$ cat config.mk
export PLATFORM = sky130hd
export DESIGN_NAME = skut_frame_serializer
export DESIGN_NICKNAME = d
export VERILOG_FILES = /design/src/rtl/skut_frame_serializer.sv
export SDC_FILE = /design/constraint.sdc
export NUM_CORES = 1
export LEC_CHECK = 0
export CAP_MARGIN = 20
export CORE_ASPECT_RATIO = 1.1
export CORE_MARGIN = 8
export CORE_UTILIZATION = 54
export CTS_BUF_LIST = sky130_fd_sc_hd__clkbuf_4
export DETAILED_ROUTE_END_ITERATION = 7
export PLACE_DENSITY = 0.9
export SLEW_MARGIN = 20
export SYNTH_ARGS = -nofsm -noshare
export SYNTH_HDL_FRONTEND = slang
export SYNTH_SLANG_ARGS = --single-unit
$ cat constraint.sdc
create_clock -name iClk -period 2.1 [get_ports iClk]
set_clock_uncertainty 0.15 [all_clocks]
set_input_delay 0.63 -clock iClk [delete_from_list [all_inputs] [get_ports iClk]]
set_output_delay 0.63 -clock iClk [all_outputs]
set_load 0.01 [all_outputs]
$ cat src/rtl/skut_frame_serializer.sv
// SKUT frame serializer: on each falling edge of i8KHz, reads the 80-channel frame buffer
// and sends a sync word plus channel bytes MSB-first, with one strobe per serial bit.
module skut_frame_serializer #(
  parameter int          CHANNELS  = 80,
  parameter int          HALF      = 40,
  parameter int          BIT_DIV   = 8,
  parameter logic [15:0] SYNC_WORD = 16'hFAF3
) (
  input  logic       iClk,
  input  logic       reset,
  input  logic       i8KHz,
  input  logic [7:0] iRdData,
  output logic [6:0] oRdAddr,
  output logic       oRdEn,
  output logic       oSer,
  output logic       oBitStb,
  output logic       oFrameSync,
  output logic       oBusy,
  output logic       oOverrun
);

  localparam int              DIV_W    = (BIT_DIV > 1) ? $clog2(BIT_DIV) : 1;
  localparam logic [DIV_W-1:0] DIV_LAST = DIV_W'(BIT_DIV - 1);
  localparam logic [6:0]      LAST_CH  = 7'(CHANNELS - 1);
  localparam logic [6:0]      HALF_CH  = 7'(HALF);

  typedef enum logic [1:0] {IDLE, SYNC, DATA} state_t;

  state_t           state_reg;
  logic             sync1_reg, sync2_reg, delay_reg;
  logic [DIV_W-1:0] div_reg;
  logic [3:0]       bit_reg;
  logic [6:0]       chan_reg;
  logic [15:0]      shift_reg;
  logic [7:0]       prefetch_reg;
  logic             rd_pend_reg;
  logic [6:0]       rd_addr_reg;
  logic             rd_en_reg;
  logic             bit_stb_reg;
  logic             frame_sync_reg;
  logic             busy_reg;
  logic             overrun_reg;

  logic             fall_det;
  logic             div_wrap;

  // The first half of the channels sits on even addresses, the rest on odd ones.
  function automatic logic [6:0] chan_addr(input logic [6:0] k);
    logic [6:0] off;
    if (k < HALF_CH) begin
      return {k[5:0], 1'b0};
    end
    off = k - HALF_CH;
    return {off[5:0], 1'b1};
  endfunction

  assign fall_det = ~sync2_reg & delay_reg;
  assign div_wrap = (div_reg == DIV_LAST);

  always_ff @(posedge iClk) begin
    if (!reset) begin
      state_reg      <= IDLE;
      sync1_reg      <= 1'b0;
      sync2_reg      <= 1'b0;
      delay_reg      <= 1'b0;
      div_reg        <= '0;
      bit_reg        <= '0;
      chan_reg       <= '0;
      shift_reg      <= '0;
      prefetch_reg   <= '0;
      rd_pend_reg    <= 1'b0;
      rd_addr_reg    <= '0;
      rd_en_reg      <= 1'b0;
      bit_stb_reg    <= 1'b0;
      frame_sync_reg <= 1'b0;
      busy_reg       <= 1'b0;
      overrun_reg    <= 1'b0;
    end else begin
      sync1_reg   <= i8KHz;
      sync2_reg   <= sync1_reg;
      delay_reg   <= sync2_reg;
      rd_pend_reg <= rd_en_reg;
      if (rd_pend_reg) begin
        prefetch_reg <= iRdData;
      end
      rd_en_reg   <= 1'b0;
      bit_stb_reg <= 1'b0;
      overrun_reg <= fall_det && (state_reg != IDLE);

      case (state_reg)
        IDLE: begin
          if (fall_det) begin
            state_reg      <= SYNC;
            div_reg        <= '0;
            bit_reg        <= '0;
            chan_reg       <= '0;
            shift_reg      <= SYNC_WORD;
            bit_stb_reg    <= 1'b1;
            frame_sync_reg <= 1'b1;
            busy_reg       <= 1'b1;
            rd_en_reg      <= 1'b1;
            rd_addr_reg    <= chan_addr(7'd0);
          end
        end

        SYNC: begin
          if (div_wrap) begin
            div_reg     <= '0;
            bit_stb_reg <= 1'b1;
            if (bit_reg == 4'd15) begin
              state_reg      <= DATA;
              bit_reg        <= '0;
              shift_reg      <= {prefetch_reg, 8'h00};
              frame_sync_reg <= 1'b0;
            end else begin
              bit_reg   <= bit_reg + 4'd1;
              shift_reg <= {shift_reg[14:0], 1'b0};
            end
          end else begin
            div_reg <= div_reg + 1'b1;
          end
        end

        DATA: begin
          if (div_wrap) begin
            div_reg <= '0;
            if (bit_reg == 4'd7) begin
              bit_reg <= '0;
              if (chan_reg == LAST_CH) begin
                state_reg <= IDLE;
                chan_reg  <= '0;
                shift_reg <= '0;
                busy_reg  <= 1'b0;
              end else begin
                chan_reg    <= chan_reg + 7'd1;
                shift_reg   <= {prefetch_reg, 8'h00};
                bit_stb_reg <= 1'b1;
              end
            end else begin
              bit_reg     <= bit_reg + 4'd1;
              shift_reg   <= {shift_reg[14:0], 1'b0};
              bit_stb_reg <= 1'b1;
              // Fetch the next byte at the start of bit 7 so it lands before the byte boundary.
              if (bit_reg == 4'd6 && chan_reg != LAST_CH) begin
                rd_en_reg   <= 1'b1;
                rd_addr_reg <= chan_addr(chan_reg + 7'd1);
              end
            end
          end else begin
            div_reg <= div_reg + 1'b1;
          end
        end

        default: state_reg <= IDLE;
      endcase
    end
  end

  assign oRdAddr    = rd_addr_reg;
  assign oRdEn      = rd_en_reg;
  assign oSer       = shift_reg[15];
  assign oBitStb    = bit_stb_reg;
  assign oFrameSync = frame_sync_reg;
  assign oBusy      = busy_reg;
  assign oOverrun   = overrun_reg;

endmodule

==> results.json, run 1 <==
{
  "grt_start_max_net_pins": 27,
  "dieArea_mm2": 0.00758,
  "core_area_mm2": 0.00493,
  "port_buffers": 23,
  "drt_first_pass_iters": 4,
  "cp_cell_sequence": "clkdlybuf4s50_1",
  "synth_warnings": 0,
  "critical-path-top-delay-family": "buffers and inverters",
  "die_y_um": 90.5,
  "drive_above_1_share_pct": 22.6,
  "boundaryPins": 24,
  "place_area_mm2": 0.00320,
  "leakage_nw": 1.38,
  "ir_worst_vdd_v": 0.000607,
  "clock_latency_ns": 0.40,
  "regArea_mm2": 0.00113,
  "slew_viol_final": 0,
  "holdPathStages": 1,
  "post-route-util_pct": 68.5,
  "ant_nets": 0,
  "cts_tree": "built",
  "n_fill_cell": 380,
  "cts_htree_levels": 2,
  "cp_num_buf_inv": 1,
  "required_ns": 1.32,
  "viasPerCell": 5.99,
  "die_x_um": 83.8,
  "wirelength_um": 6710,
  "synthArstFlopShare_pct": 0,
  "worst_slack_ns": 0.0462,
  "drt_iter0_drc": 136,
  "syn_inst": 291,
  "antenna_found_initial": 0,
  "slew_headroom_pct": 61.7,
  "synth.distinct_cells": 57,
  "min_path_type": "flip-flop to flip-flop",
  "cp-end-kind": "output pin",
  "path_depth": 1,
  "largest_register_ffs": 16,
  "final_cell_area_mm2": 0.00338,
  "multi_input_area_mm2": 0.00158,
  "start_util_pct": 55.3,
  "path_clk_slew_ns": 0.17,
  "max_freq_mhz": 487,
  "numCtsBuffers": 5,
  "dp_hpwl_um": 4690,
  "run_status": "finished, final reports clean",
  "reg2reg_depth": 9,
  "max_stage_delay_ns": 0.53,
  "insertedDiodeCount": 0,
  "use_met3_pct": 3.97,
  "hold_viol": 0,
  "syn_nets": 312,
  "grt_pass1_wl_um": 10600,
  "grt_busiest_layer": "met2",
  "drc_errors": 0,
  "gp_congestion": 0.841,
  "nNetsFinal": 360,
  "fin_crit_ns": 2.05,
  "grt_pass1_vias": 2343,
  "total_power_mw": 2.80,
  "hold_slack_ns": 0.300,
  "grtUsageTotal_pct": 16.4,
  "ys_seq_area_share_pct": 41.1,
  "synthToLayoutAreaGrowth_pct": 23.9,
  "fin_crit_sh_pct": 97.8,
  "drv_cap": 0,
  "crit_type": "flip-flop to output pin",
  "synth_edf_count": 0,
  "fp-row-count": 27,
  "cp_max_fo": 1,
  "crit_path_start_kind": "flip-flop",
  "synth_area_mm2": 0.00273,
  "worstPathArrival_ns": 1.27,
  "pre_cts_slack_ns": -0.0326,
  "wl_per_cell_um": 16.9,
  "gr-total-overflow": 0,
  "setup_viol": 0,
  "met2_usage_pct": 29.2,
  "ys_ff_latch": 56,
  "power_density_mw_per_mm2": 828,
  "cts_root_buffer": "clkbuf_4",
  "clock_sinks": 56,
  "tightest_slew_ns": 0.571,
  "clock_path_buffers": 2,
  "syn_avg_cell_area_um2": 9.37,
  "slowest_stage": "clkdlybuf4s50_1",
  "num_vias": 2384,
  "use_met1_pct": 17.9,
  "synth_ff_type": "dfxtp_1"
}
[power by group]
| part | leakage (nW) | internal (mW) | switching (mW) | total (mW) |
|---|---|---|---|---|
| Clock | 0.0349 | 0.130 | 0.352 | 0.482 |
| Combinational | 0.887 | 0.481 | 0.606 | 1.09 |
| Sequential | 0.458 | 1.17 | 0.0632 | 1.23 |
[cells in the mapped netlist (5+ instances only)]
library cell / n / area share [%]
inv_1: 7 / 0.96
nand2_1: 19 / 2.6
o21ai_0: 23 / 4.2
nand4_1: 7 / 1.6
nor2b_1: 16 / 3.7
dfxtp_1: 56 / 41
buf_2: 8 / 1.5
and2_1: 8 / 1.8
nor2_1: 9 / 1.2
a21boi_0: 13 / 3.6
ha_1: 10 / 4.6
a21oi_1: 14 / 2.6
mux2i_1: 13 / 4.8
clkbuf_1: 8 / 1.1
o21a_1: 7 / 1.9
a32oi_1: 6 / 1.9
a22oi_1: 5 / 1.4
nand3_1: 8 / 1.5
[stage by stage]
stage / setup TNS [ns] / instances
after floorplan: 0 / 291
after global placement: 0 / 386
after detailed placement: -0.171 / 386
after CTS: 0 / 395
after global routing: -0.251 / 398
final: 0 / 398
[metal layers]
metal	vias to the layer above	routed length (um)	part of all wire (%)
met3	17	293	4.4
li1	1147	-	-
met2	70	3490	52
met1	1150	2770	41
met4	0	155	2.3
met5	-	0	0
[layout by cell type (no fill, tap or decap), types with 5 or more instances in the layout]
| cell type | synthesis | layout |
|---|---|---|
| and2_1 | 8 | 9 |
| a21boi_0 | 13 | 13 |
| nand3_1 | 8 | 8 |
| buf_4 | 0 | 34 |
| inv_1 | 7 | 6 |
| a32oi_1 | 6 | 6 |
| mux2i_1 | 13 | 13 |
| nor2b_1 | 16 | 16 |
| a21oi_1 | 14 | 14 |
| dlymetal6s2s_1 | 0 | 8 |
| clkdlybuf4s50_1 | 0 | 12 |
| nand4_1 | 7 | 7 |
| o21ai_0 | 23 | 23 |
| nor2_1 | 9 | 9 |
| clkbuf_4 | 0 | 5 |
| o21a_1 | 7 | 7 |
| nand2_1 | 19 | 18 |
| dfxtp_1 | 56 | 50 |
[worst paths after layout]
path / endpoint / startpoint / slack, ns
worst max-delay path: oOverrun / oOverrun$_SDFF_PN0_ / 0.05
worst min-delay path: sync2_reg$_SDFF_PN0_ / sync1_reg$_SDFF_PN0_ / 0.30
worst min register to register: sync2_reg$_SDFF_PN0_ / sync1_reg$_SDFF_PN0_ / 0.30
worst max register to register: state_reg[0]$_SDFFE_PN0P_ / state_reg[1]$_SDFFE_PN0P_ / 0.06
[cells by family after synthesis]
family	synth area share, %
adders and majority gates	4.59
and+or+nand+nor	20.2
AOI/OAI and AO/OA	23.3
muxes	5.18
buffers and inverters	3.95
DFF	41.1
xor gates and xnor gates	1.61
[layout make-up]
cell class | count | share of cell area (%)
Tap cell | 58 | 2.15
Inverter | 7 | 0.777
Clock buffer | 5 | 1.11
Timing Repair Buffer | 58 | 15.2
Clock inverter | 3 | 0.555
Multi-Input combinational cell | 211 | 46.7
Sequential cell | 56 | 33.5
[timing repair]
action,4_1_cts,5_1_grt
hold buffers,0,0
setup buffers,1,3
pin swaps,0,4
endpoints found under the hold margin,0,0
endpoints found under the setup margin,21,25
gates resized for setup,8,26
Note: power is estimated with default switching activity, not from simulation.
==> run 2: changes to the inputs <==
--- a/config.mk
+++ b/config.mk
@@ -16,3 +16,4 @@
 export SYNTH_ARGS = -nofsm -noshare
 export SYNTH_HDL_FRONTEND = slang
 export SYNTH_SLANG_ARGS = --single-unit
+export TNS_END_PERCENT = 50
==> results of run 2 <==
The final DEF is identical to that of run 1; final timing and power are the same.
==> run 3: changes to the inputs <==
--- a/config.mk
+++ b/config.mk
@@ -11,6 +11,8 @@
 export CORE_UTILIZATION = 54
 export CTS_BUF_LIST = sky130_fd_sc_hd__clkbuf_4
 export DETAILED_ROUTE_END_ITERATION = 7
+export GPL_ROUTABILITY_DRIVEN = 0
+export MAX_ROUTING_LAYER = met4
 export PLACE_DENSITY = 0.9
 export SLEW_MARGIN = 20
 export SYNTH_ARGS = -nofsm -noshare
==> results.json, run 3 (same netlist as run 1, synthesis figures left out) <==
{
  "run_status": "finished, final reports clean",
  "viasPerCell": 6.01,
  "pre_cts_slack_ns": -0.0326,
  "cts_tree": "built",
  "num_vias": 2392,
  "hold_slack_ns": 0.295,
  "nNetsFinal": 360,
  "drt_first_pass_iters": 4,
  "regArea_mm2": 0.00113,
  "max_freq_mhz": 487,
  "fin_crit_sh_pct": 97.8,
  "start_util_pct": 55.3,
  "reg2reg_depth": 9,
  "min_path_type": "flip-flop to flip-flop",
  "hold_viol": 0,
  "wirelength_um": 6720,
  "cp_cell_sequence": "clkdlybuf4s50_1",
  "slew_viol_final": 0,
  "crit_type": "flip-flop to output pin",
  "holdBufCountCts": 0,
  "mostFrequentLayoutCell": "dfxtp_1",
  "port_buffers": 23,
  "clock_sinks": 56,
  "slew_headroom_pct": 63.8,
  "cp_num_buf_inv": 1,
  "power_density_mw_per_mm2": 828,
  "boundaryPins": 24,
  "cts_htree_levels": 2,
  "cp-end-kind": "output pin",
  "critical-path-top-delay-family": "buffers and inverters",
  "crit_path_start_kind": "flip-flop",
  "worstPathArrival_ns": 1.27,
  "antenna_found_initial": 0,
  "largest_register_ffs": 16,
  "dieArea_mm2": 0.00758,
  "path_depth": 1,
  "required_ns": 1.32,
  "drt_iter0_drc": 151,
  "insertedDiodeCount": 0,
  "cts_root_buffer": "clkbuf_4",
  "path_clk_slew_ns": 0.17,
  "drc_errors": 0,
  "wl_per_cell_um": 16.9,
  "clock_path_buffers": 2,
  "slowest_stage": "clkdlybuf4s50_1",
  "ant_nets": 0,
  "leakage_nw": 1.38,
  "dp_hpwl_um": 4690,
  "grtUsageTotal_pct": 16.8,
  "fin_crit_ns": 2.05,
  "drv_cap": 0,
  "n_fill_cell": 378,
  "tightest_slew_ns": 0.539,
  "fp-row-count": 27,
  "numCtsBuffers": 5,
  "clock_latency_ns": 0.40,
  "core_area_mm2": 0.00493,
  "grt_pass1_wl_um": 10600,
  "setup_viol": 0,
  "die_y_um": 90.5,
  "gr-total-overflow": 0,
  "synthToLayoutAreaGrowth_pct": 24.1,
  "multi_input_area_mm2": 0.00158,
  "holdPathStages": 1,
  "max_stage_delay_ns": 0.53,
  "die_x_um": 83.8,
  "ir_worst_vdd_v": 0.000600,
  "worst_slack_ns": 0.0469,
  "cp_max_fo": 1,
  "grt_start_max_net_pins": 27,
  "grt_pass1_vias": 2339,
  "final_cell_mix": "50 x dfxtp_1, 34 x buf_4, 23 x o21ai_0",
  "drive_above_1_share_pct": 22.6
}
[run 3: layout make-up]
type / instances / area share (%)
multi-input combinational: 211 / 46.8
inverter: 7 / 0.776
timing repair buffer: 58 / 15.2
clock inverter: 3 / 0.554
sequential: 56 / 33.5
tap: 58 / 2.14
clock buffer: 5 / 1.11
[run 3: stage by stage]
stage               cells  cell area, um2  total power [mW]  setup TNS, ns  utilization [%]
floorplan             291            2740              1.83              0                -
global placement      386            3200              2.20              0             64.8
detailed placement    386            3200              2.25         -0.171             64.8
CTS                   395            3270              2.73              0             66.3
global route          398            3390              2.95         -0.116             68.6
finish                398            3390              2.80              0             68.6
[run 3: where the power goes]
part	switching (mW)	total (mW)	internal, mW	leakage [nW]
clock network	0.348	0.477	0.130	0.0349
logic	0.613	1.10	0.484	0.891
registers	0.0628	1.23	1.17	0.458
[run 3: final timing paths]
path / endpoint / slack, ns / startpoint
worst min-delay path: sync2_reg$_SDFF_PN0_ / 0.30 / sync1_reg$_SDFF_PN0_
worst max-delay path: oOverrun / 0.05 / oOverrun$_SDFF_PN0_
worst max register to register: state_reg[0]$_SDFFE_PN0P_ / 0.05 / state_reg[1]$_SDFFE_PN0P_
worst min register to register: sync2_reg$_SDFF_PN0_ / 0.30 / sync1_reg$_SDFF_PN0_
[run 3: metal layers]
| layer | global-route usage (%) | wire length [um] | vias to the layer above |
|---|---|---|---|
| met2 | 29.2 | 3520 | 76 |
| met3 | 3.97 | 329 | 16 |
| met5 | - | 0 | - |
| met4 | 6.92 | 136 | 0 |
| met1 | 17.9 | 2740 | 1147 |
| li1 | - | - | 1153 |
[run 3: what timing repair did]
item	in CTS	in global routing
pin swaps	0	4
setup buffers	1	3
resized for setup	8	27
setup endpoints to repair	21	25
